<file path="src/rtl/green_pkg.sv">
// Shared opcodes, idle instruction word and sequencer state encoding for the green circuit.
package green_pkg;

    localparam logic [3:0] OPC_LD   = 4'h0;
    localparam logic [3:0] OPC_ST   = 4'h1;
    localparam logic [3:0] OPC_INC  = 4'h2;
    localparam logic [3:0] OPC_BR   = 4'h3;
    localparam logic [3:0] OPC_NOP  = 4'h4;
    localparam logic [3:0] OPC_HALT = 4'hF;

    localparam logic [15:0] NOP_WORD = {OPC_NOP, 12'h000};

    typedef enum logic [1:0] {
        ST_IDLE = 2'd0,
        ST_RUN  = 2'd1,
        ST_HALT = 2'd2
    } state_e;

    function automatic logic is_halt(input logic [15:0] word);
        return word[15:12] == OPC_HALT;
    endfunction

endpackage

</file>
<file path="src/rtl/green_pc.sv">
// Program counter: load (branch target or restart address) beats increment; otherwise holds.
module green_pc
    import green_pkg::*;
#(
    parameter int                 ADDR_W   = 8,
    parameter logic [ADDR_W-1:0]  RESET_PC = '0
) (
    input  logic              clk,
    input  logic              rst,
    input  logic              load_i,
    input  logic [ADDR_W-1:0] load_val_i,
    input  logic              inc_i,
    output logic [ADDR_W-1:0] pc_o
);

    logic [ADDR_W-1:0] pc_q;
    logic [ADDR_W-1:0] pc_d;

    always_comb begin
        pc_d = pc_q;
        if (load_i) begin
            pc_d = load_val_i;
        end else if (inc_i) begin
            pc_d = pc_q + 1'b1;
        end
    end

    always_ff @(posedge clk or posedge rst) begin
        if (rst) begin
            pc_q <= RESET_PC;
        end else begin
            pc_q <= pc_d;
        end
    end

    assign pc_o = pc_q;

endmodule

</file>
<file path="src/rtl/green_fetch.sv">
// Instruction fetch/sequencer: drives the 1-cycle instruction memory, feeds the decoder,
// and handles start, stall, branch squash and HALT.
//
// state   | meaning
// IDLE    | out of reset, waiting for start
// RUN     | fetching one word per cycle
// HALT    | HALT opcode retired, waiting for start to restart at RESET_PC
module green_fetch
    import green_pkg::*;
#(
    parameter int                 ADDR_W   = 8,
    parameter logic [ADDR_W-1:0]  RESET_PC = '0
) (
    input  logic              clk,
    input  logic              rst,
    input  logic              start,
    input  logic              stall,
    output logic              imem_en,
    output logic [ADDR_W-1:0] imem_addr,
    input  logic [15:0]       imem_data,
    output logic [15:0]       ins,
    output logic              ins_valid,
    input  logic              BR,
    output logic [ADDR_W-1:0] pc_out,
    output logic              halted
);

    state_e            state_q;
    logic              pend_q;
    logic [15:0]       ins_r_q;
    logic              ins_valid_q;
    logic              halted_q;

    logic              running;
    logic              halt_hit;
    logic              br_hit;
    logic              fetch;
    logic              start_go;
    logic              pc_load;
    logic [ADDR_W-1:0] pc_load_val;
    logic [ADDR_W-1:0] pc;

    always_comb begin
        running     = (state_q == ST_RUN);
        halt_hit    = running && !stall && ins_valid_q && is_halt(ins_r_q);
        br_hit      = running && !stall && ins_valid_q && BR && !halt_hit;
        fetch       = running && !stall && !halt_hit && !br_hit;
        start_go    = start && !stall && (state_q != ST_RUN);
        pc_load     = br_hit || start_go;
        pc_load_val = br_hit ? ins_r_q[ADDR_W-1:0] : RESET_PC;
    end

    green_pc #(
        .ADDR_W   (ADDR_W),
        .RESET_PC (RESET_PC)
    ) u_pc (
        .clk        (clk),
        .rst        (rst),
        .load_i     (pc_load),
        .load_val_i (pc_load_val),
        .inc_i      (fetch),
        .pc_o       (pc)
    );

    // Stall freezes everything; the memory keeps its dout so a pending word survives it.
    always_ff @(posedge clk or posedge rst) begin
        if (rst) begin
            state_q     <= ST_IDLE;
            pend_q      <= 1'b0;
            ins_r_q     <= NOP_WORD;
            ins_valid_q <= 1'b0;
            halted_q    <= 1'b0;
        end else if (!stall) begin
            case (state_q)
                ST_IDLE, ST_HALT: begin
                    if (start) begin
                        state_q  <= ST_RUN;
                        halted_q <= 1'b0;
                    end
                end
                ST_RUN: begin
                    if (halt_hit) begin
                        state_q     <= ST_HALT;
                        halted_q    <= 1'b1;
                        pend_q      <= 1'b0;
                        ins_valid_q <= 1'b0;
                    end else if (br_hit) begin
                        pend_q      <= 1'b0;
                        ins_valid_q <= 1'b0;
                    end else begin
                        pend_q      <= 1'b1;
                        ins_valid_q <= pend_q;
                        if (pend_q) begin
                            ins_r_q <= imem_data;
                        end
                    end
                end
                default: begin
                    state_q <= ST_IDLE;
                end
            endcase
        end
    end

    assign imem_en   = fetch;
    assign imem_addr = pc;
    assign pc_out    = pc;
    assign ins       = ins_valid_q ? ins_r_q : NOP_WORD;
    assign ins_valid = ins_valid_q;
    assign halted    = halted_q;

endmodule

</file>
<file path="config.mk">
export PLATFORM = sky130hd
export DESIGN_NAME = green_fetch
export DESIGN_NICKNAME = d
export VERILOG_FILES = /design/src/rtl/green_pkg.sv /design/src/rtl/green_pc.sv /design/src/rtl/green_fetch.sv
export SDC_FILE = /design/constraint.sdc
export NUM_CORES = 1
export LEC_CHECK = 0
export CAP_MARGIN = 10
export CORE_MARGIN = 1
export CORE_UTILIZATION = 48
export DETAILED_ROUTE_END_ITERATION = 10
export HOLD_SLACK_MARGIN = 0.05
export PLACE_DENSITY_LB_ADDON = 0.12
export REMOVE_ABC_BUFFERS = 1
export SETUP_SLACK_MARGIN = 0.15
export SLEW_MARGIN = 20
export SYNTH_ARGS = -nofsm -noshare
export SYNTH_HDL_FRONTEND = slang
export SYNTH_HIERARCHICAL = 1
export SYNTH_SLANG_ARGS = --single-unit
</file>
<file path="constraint.sdc">
create_clock -name clk -period 6.35 [get_ports clk]
set_clock_uncertainty 0.05 [all_clocks]
set_input_delay 0.635 -clock clk [delete_from_list [all_inputs] [get_ports clk]]
set_output_delay 0.635 -clock clk [all_outputs]
set_load 0.02 [all_outputs]
</file>
==> results of run 1 <==
worst min-delay path by stage:
stage,startpoint,endpoint,slack [ps]
CTS,halted$_DFFE_PP0P_,halted$_DFFE_PP0P_,470
global placement,ins_r_q[11]$_DFFE_PP0P_,ins_r_q[11]$_DFFE_PP0P_,440
finish,halted$_DFFE_PP0P_,halted$_DFFE_PP0P_,460
floorplan,rst,u_pc/pc_o[0]$_DFFE_PP0P_,400
detailed placement,ins_r_q[10]$_DFFE_PP0P_,ins_r_q[10]$_DFFE_PP0P_,440
global route,ins_r_q[10]$_DFFE_PP0P_,ins_r_q[10]$_DFFE_PP0P_,490
state kept, by name, indices dropped and copies added (netlist names):
signal,count
halted,1
ins_valid,1
state_q,2
ins_r_q,16
pend_q,1
u_pc/pc_o,8
worst max-delay path: stages:
cell             delay, ps
clkdlybuf4s50_1        490
nor3b_4                350
nor2b_1                560
clkdlybuf4s50_1        720
power breakdown:
group | internal, W | total (W) | switching [W]
clock network | 0.0000641 | 0.000128 | 0.0000637
registers | 0.000275 | 0.000372 | 0.0000963
logic | 0.000335 | 0.000622 | 0.000288
kinds of logic (layout without fill, tap and decap cells):
kind of cell | Yosys count | in the layout | share of synthesized area
xor+xnor | 4 | 4 | 0.0221
buf+inv | 19 | 67 | 0.0696
simple gates | 61 | 61 | 0.229
fa+ha+maj | 1 | 1 | 0.00790
compound gates | 17 | 17 | 0.0704
flops | 29 | 29 | 0.459
mux | 17 | 17 | 0.142
metal layers:
layer | vias up | global-route usage
met5 | - | 0
met4 | 0 | 0.0816
met3 | 6 | 0.0699
met2 | 50 | 0.331
met1 | 569 | 0.251
li1 | 588 | -
layout by cell type, fill, tap and decap left out:
cell type / Yosys / layout
clkbuf_4: 0 / 5
a41oi_1: 1 / 1
dfstp_2: 1 / 1
o21bai_2: 0 / 1
mux2_2: 7 / 7
ha_1: 1 / 1
nand2_1: 12 / 12
o211ai_4: 1 / 1
or4_1: 3 / 3
and4_1: 1 / 1
nand3_1: 6 / 6
clkdlybuf4s50_1: 0 / 55
inv_1: 4 / 4
nand4_2: 1 / 1
a21oi_1: 2 / 2
nand4_1: 3 / 3
and4b_1: 1 / 1
nor2b_1: 4 / 4
o21ai_1: 2 / 2
nand2b_1: 2 / 2
clkbuf_8: 0 / 2
o21ai_0: 9 / 9
nor2_1: 4 / 4
xor2_1: 3 / 3
mux2_4: 9 / 9
dfrtp_1: 28 / 28
clkinv_2: 0 / 1
nor3b_4: 1 / 1
mux2i_1: 1 / 1
xnor2_1: 1 / 1
and2_1: 23 / 23
o31a_1: 1 / 1
cell type report:
cell class              count  area [um2]
clock buffers               7        65.1
clock inverters             1        5.00
fillers                   279         936
inverters                   4        15.0
multi-input cells         100         749
flip-flops and latches     29         727
well taps                  44        55.1
repair buffers             55         551
stage by stage:
| step | hold slack (ps) | area, um2 |
|---|---|---|
| 5_1_grt | 488 | 2170 |
| 6_report | 461 | 2170 |
| 3_3_place_gp | 437 | 2090 |
| 2_1_floorplan | 401 | 1490 |
| 3_5_place_dp | 442 | 2090 |
| 4_1_cts | 468 | 2160 |
==> summary.md, run 1 <==
| Metric | Value |
|---|---|
| Status | `completed` |
| Worst hold path type | `flop to flop` |
| Core area | `3100 um2` |
| Fin cells | `240` |
| Synth Flop Type | `dfrtp_1` |
| Synth Warn # | `6` |
| GRT overflow | `0` |
| Total power | `0.00112 W` |
| Die width | `59.4 um` |
| Die Footprint | `3530 um2` |
| Syn_area_per_cell | `10.7 um2` |
| R2R setup slack | `4100 ps` |
| Routed via count | `1,213` |
| Critical Path RT | `5660 ps` |
| CP Data Arrival Time | `2770 ps` |
| Worst vdd ir | `0.271 mV` |
| Sequential fraction of the synthesis area | `0.459` |
| Antenna-violating nets left | `0` |
| Fin nets | `217` |
| Post-synth EDFFs | `0` |
| First drt pass iteration count | `4` |
| Commonest cells post-synth | `dfrtp_1 (28), and2_1 (23), nand2_1 (12), mux2_4 (9), o21ai_0 (9)` |
| Port-buffer cells | `55` |
| TritonCTS buffer count | `5` |
| Wire length on met2 | `1460 um` |
| Maximum clock path buffer count | `2` |
| H-tree depth | `2` |
| TritonCTS clock tree | `built` |
| Worst-path fanout max | `8` |
| Worst reg2reg path endpoint | `u_pc/pc_o[6]$_DFFE_PP0P_` |
| Area leader, netlist | `dfrtp_1` |
| Postcts setup bufs | `0` |
| CTS clk-pin slew, worst paths | `90 ps` |
| Initial Util | `0.510` |
| Syn Inst Count | `148` |
| Clock sink count | `29` |
| Wire length of the first global-routing pass | `5330 um` |
| Site row count | `20` |
| Register bit total from synthesis | `29` |
| PostCTS Resize Cnt | `0` |
| Most instantiated library cell after synthesis | `dfrtp_1` |
| Max Used Layer | `met4` |
| CP Capture Type | `primary output` |
| R2R cell count | `6` |
| Critical Path Source | `stall` |
| Ant. Diodes | `0` |
| Cells on Worst Hold Path | `2` |
| Max Slew Vio Count | `0` |
| DR WL met3 | `218 um` |
| Startpoint Class | `primary input` |
| Asr flop ratio synth | `1.00` |
| GRT Resource Usage Total | `0.205` |
| Setup repair after global routing missed its margin | `false` |
| Final setup vio count | `0` |
| Gpl congestion | `0.771` |
| RR Startpoint | `ins_valid$_DFFE_PP0N_` |
| Setup ws final | `2900 ps` |
| Met1 WL | `1420 um` |
| Top cells by area, synth | `dfrtp_1 (44%), and2_1 (9.1%), mux2_4 (8.5%)` |
| Max Clock Freq | `290 MHz` |
| Residual DRC | `0` |
| Worst-Skew Late Latency | `320 ps` |
| Initial drt markers | `33` |
| Fin crit share | `0.544` |
| WL per Instance | `13.1 um` |
| Vias in the first global route | `1,203` |
| CTS Hold Bufs | `0` |
| DR vias/cell | `5.05` |
| Setup TNS | `0 ps` |
| Area Growth Syn to Fin | `36.9%` |
| DRT Wirelength | `3150 um` |
| Layout cells sized above 1 | `0.148` |
| Leakage | `0.940 nW` |
| Critical path endpoint | `imem_en` |
| Antenna violations before repair | `0` |
| Power per Cell Area | `518 nW/um2` |
| Synth Cell Area | `1580 um2` |
| Max Cap Violations | `0` |
| Least-Margin Pin Slew | `821 ps` |
| Detailed Place HPWL | `2290 um` |
| Clock root cell | `clkbuf_4` |
| Dpl ws | `2880 ps` |
| Min Tclk post-route | `3450 ps` |
| Cell variety after synth | `32` |
| Placed cell count | `232` |
| Final Hold Vio Count | `0` |
| Ports | `56` |
| Yosys top cell area share | `0.443` |
| Final Util | `0.698` |
| Pin count of the biggest net entering global routing | `22` |
| Relative slew slack | `0.452` |
| Setup CP Type | `primary input to primary output` |
| Die span in y | `59.4 um` |
Power figures use the tool's default switching activity.
==> run 2: changes to the inputs <==
- CORE_UTILIZATION: 48 -> 40
- clock period: 6.35 -> 3.15 ns (I/O delays scaled with it)
==> summary.md, run 2 (synthesis results as in run 1) <==
| Metric | Value |
|---|---|
| Status | `completed` |
| Die width | `64.9 um (+9.2%)` |
| Worst reg2reg path endpoint | `u_pc/pc_o[5]$_DFFE_PP0P_` |
| Fin cells | `245 (+2.1%)` |
| CTS clk-pin slew, worst paths | `60 ps (-30 ps)` |
| Relative slew slack | `0.464 (+0.0115)` |
| Min Tclk post-route | `2470 ps` |
| Critical Path RT | `2780 ps (-2880 ps)` |
| DR vias/cell | `4.90 (-3.0%)` |
| Area Growth Syn to Fin | `39.7%` |
| Worst-path cell chain | `clkdlybuf4s50_1 -> nor3b_4 -> nor2b_1 -> buf_4 -> clkdlybuf4s50_1` |
| Max Cap Violations | `0 (unchanged)` |
| Wire length of the first global-routing pass | `5660 um (+6.1%)` |
| RR Startpoint | `ins_r_q[14]$_DFFE_PP1P_` |
| Grt met1 use | `0.238 (-0.0127)` |
| Setup CP Type | `primary input to primary output` |
| DRT Wirelength | `3300 um (+4.7%)` |
| Max Clock Freq | `404 MHz` |
| Startpoint Class | `primary input` |
| Layout cells sized above 1 | `0.152 (+0.00433)` |
| Postcts setup bufs | `0 (unchanged)` |
| TritonCTS buffer count | `5 (unchanged)` |
| Worst vdd ir | `0.455 mV (+68%)` |
| Residual DRC | `0 (unchanged)` |
| Buf/Inv on CP | `3 (+1)` |
| PostCTS Resize Cnt | `0 (unchanged)` |
| Most used cell, CP | `clkdlybuf4s50_1` |
| Ports | `56 (unchanged)` |
| Clock root cell | `clkbuf_8` |
| Site row count | `22 (+10%)` |
| Ant. Diodes | `0 (unchanged)` |
| GRT Resource Usage Total | `0.182 (-0.0235)` |
| Detailed Place HPWL | `2360 um (+3.3%)` |
| Slowest-stage cell, CP | `clkdlybuf4s50_1` |
| Die span in y | `64.9 um (+9.2%)` |
| Most frequent cells in the layout | `clkdlybuf4s50_1 (55), dfrtp_1 (28), and2_1 (23)` |
| Vias in the first global route | `1,182 (-1.7%)` |
| R2R cell count | `5 (-1)` |
| Placed cell count | `237 (+2.2%)` |
| Commonest non-fill, non-tap cell in the layout | `clkdlybuf4s50_1` |
| Fin nets | `218 (+0.46%)` |
| Max stage delay on crit path | `610 ps (-110 ps)` |
| Maximum clock path buffer count | `2 (unchanged)` |
| Global routing usage on met2 | `0.268 (-0.0624)` |
| Final setup vio count | `0 (unchanged)` |
| Routed via count | `1,201 (-0.99%)` |
| GRT overflow | `0 (unchanged)` |
| Antenna-violating nets left | `0 (unchanged)` |
| CP Capture Type | `primary output` |
| R2R setup slack | `910 ps (-3190 ps)` |
| Max reg flops | `16 (unchanged)` |
| Fin crit share | `0.785` |
| H-tree depth | `2 (unchanged)` |
| Fillers | `346 (+24%)` |
| Worst-Skew Late Latency | `280 ps (-40 ps)` |
| Core area | `3720 um2 (+20%)` |
| First drt pass iteration count | `4 (unchanged)` |
| Initial drt markers | `49 (+48%)` |
| Initial Util | `0.426 (-0.0842)` |
| Setup repair after global routing missed its margin | `false` |
| Worst-path fanout max | `8 (unchanged)` |
| Most flop-heavy register | `ins_r_q` |
| CTS Hold Bufs | `0 (unchanged)` |
| Port-buffer cells | `55 (unchanged)` |
| Gpl congestion | `0.831 (+7.9%)` |
| Worst hold path type | `primary input to asynchronous set/reset pin` |
| GR peak layer | `met2` |
| Die Footprint | `4210 um2 (+19%)` |
| Pin count of the biggest net entering global routing | `22 (unchanged)` |
| Top delay family on crit path | `buffers and inverters` |
| Leakage | `0.958 nW (+1.9%)` |
| CP Data Arrival Time | `2110 ps (-660 ps)` |
| Setup TNS | `0 ps (unchanged)` |
| Least-Margin Pin Slew | `804 ps (-17.2 ps)` |
| Antenna violations before repair | `0 (unchanged)` |
| Max Slew Vio Count | `0 (unchanged)` |
| Met3 GRT Util | `0.0757 (+0.00584)` |
| WL per Instance | `13.5 um (+2.6%)` |
| Clock sink count | `29 (unchanged)` |
| Power per Cell Area | `1060 nW/um2 (+110%)` |
| TritonCTS clock tree | `built` |
| Final Hold Vio Count | `0 (unchanged)` |
## run 2: changes by cell type in the layout (fill, tap and decap cells not counted)
| cell | delta |
|---|---|
| buf_4 | +1 |
| clkbuf_8 | +5 |
| clkbuf_4 | -5 |
## run 2: how the worst max path moves through the flow
stage,start,endpoint,slack (ps),depth (start not counted)
6_report,stall,imem_en,680,5
5_1_grt,ins_valid$_DFFE_PP0N_,imem_en,500,5
4_1_cts,ins_valid$_DFFE_PP0N_,imem_en,670,5
3_5_place_dp,stall,u_pc/pc_o[7]$_DFFE_PP0P_,550,7
3_3_place_gp,stall,u_pc/pc_o[6]$_DFFE_PP0P_,650,6
2_1_floorplan,ins_valid$_DFFE_PP0N_,u_pc/pc_o[6]$_DFFE_PP0P_,930,6
## run 2: per-layer routing
metal | vias to the layer above | part of all wire
li1 | 586 | -
met1 | 568 | 0.47
met2 | 42 | 0.45
met3 | 5 | 0.063
met4 | 0 | 0.011
met5 | - | 0
## run 2: where the power goes
group	switching (W)	leakage (nW)	internal (W)
sequential	0.000195	0.350	0.000556
clock	0.000138	0.0542	0.000197
combinational	0.000579	0.554	0.000682
## run 2: layout make-up
type / instances / area (um2) / share of cell area
Clock buffer: 7 / 96.3 / 0.0436
Clock inverter: 1 / 5.00 / 0.00226
Inverter: 4 / 15.0 / 0.00679
Multi-Input combinational cell: 100 / 749 / 0.339
Sequential cell: 29 / 727 / 0.329
Tap cell: 48 / 60.1 / 0.0272
Timing Repair Buffer: 56 / 558 / 0.252
## run 2: stage by stage
step | area, um2 | utilization | power [W] | worst slack, ps | hold slack [ps]
global placement | 2110 | 0.567 | 0.00199 | 651 | 433
finish | 2210 | 0.595 | 0.00235 | 676 | 264
global route | 2210 | 0.595 | 0.00252 | 496 | 287
floorplan | 1490 | - | 0.00146 | 933 | 80.7
detailed placement | 2110 | 0.567 | 0.00203 | 546 | 436
CTS | 2210 | 0.594 | 0.00237 | 668 | 270
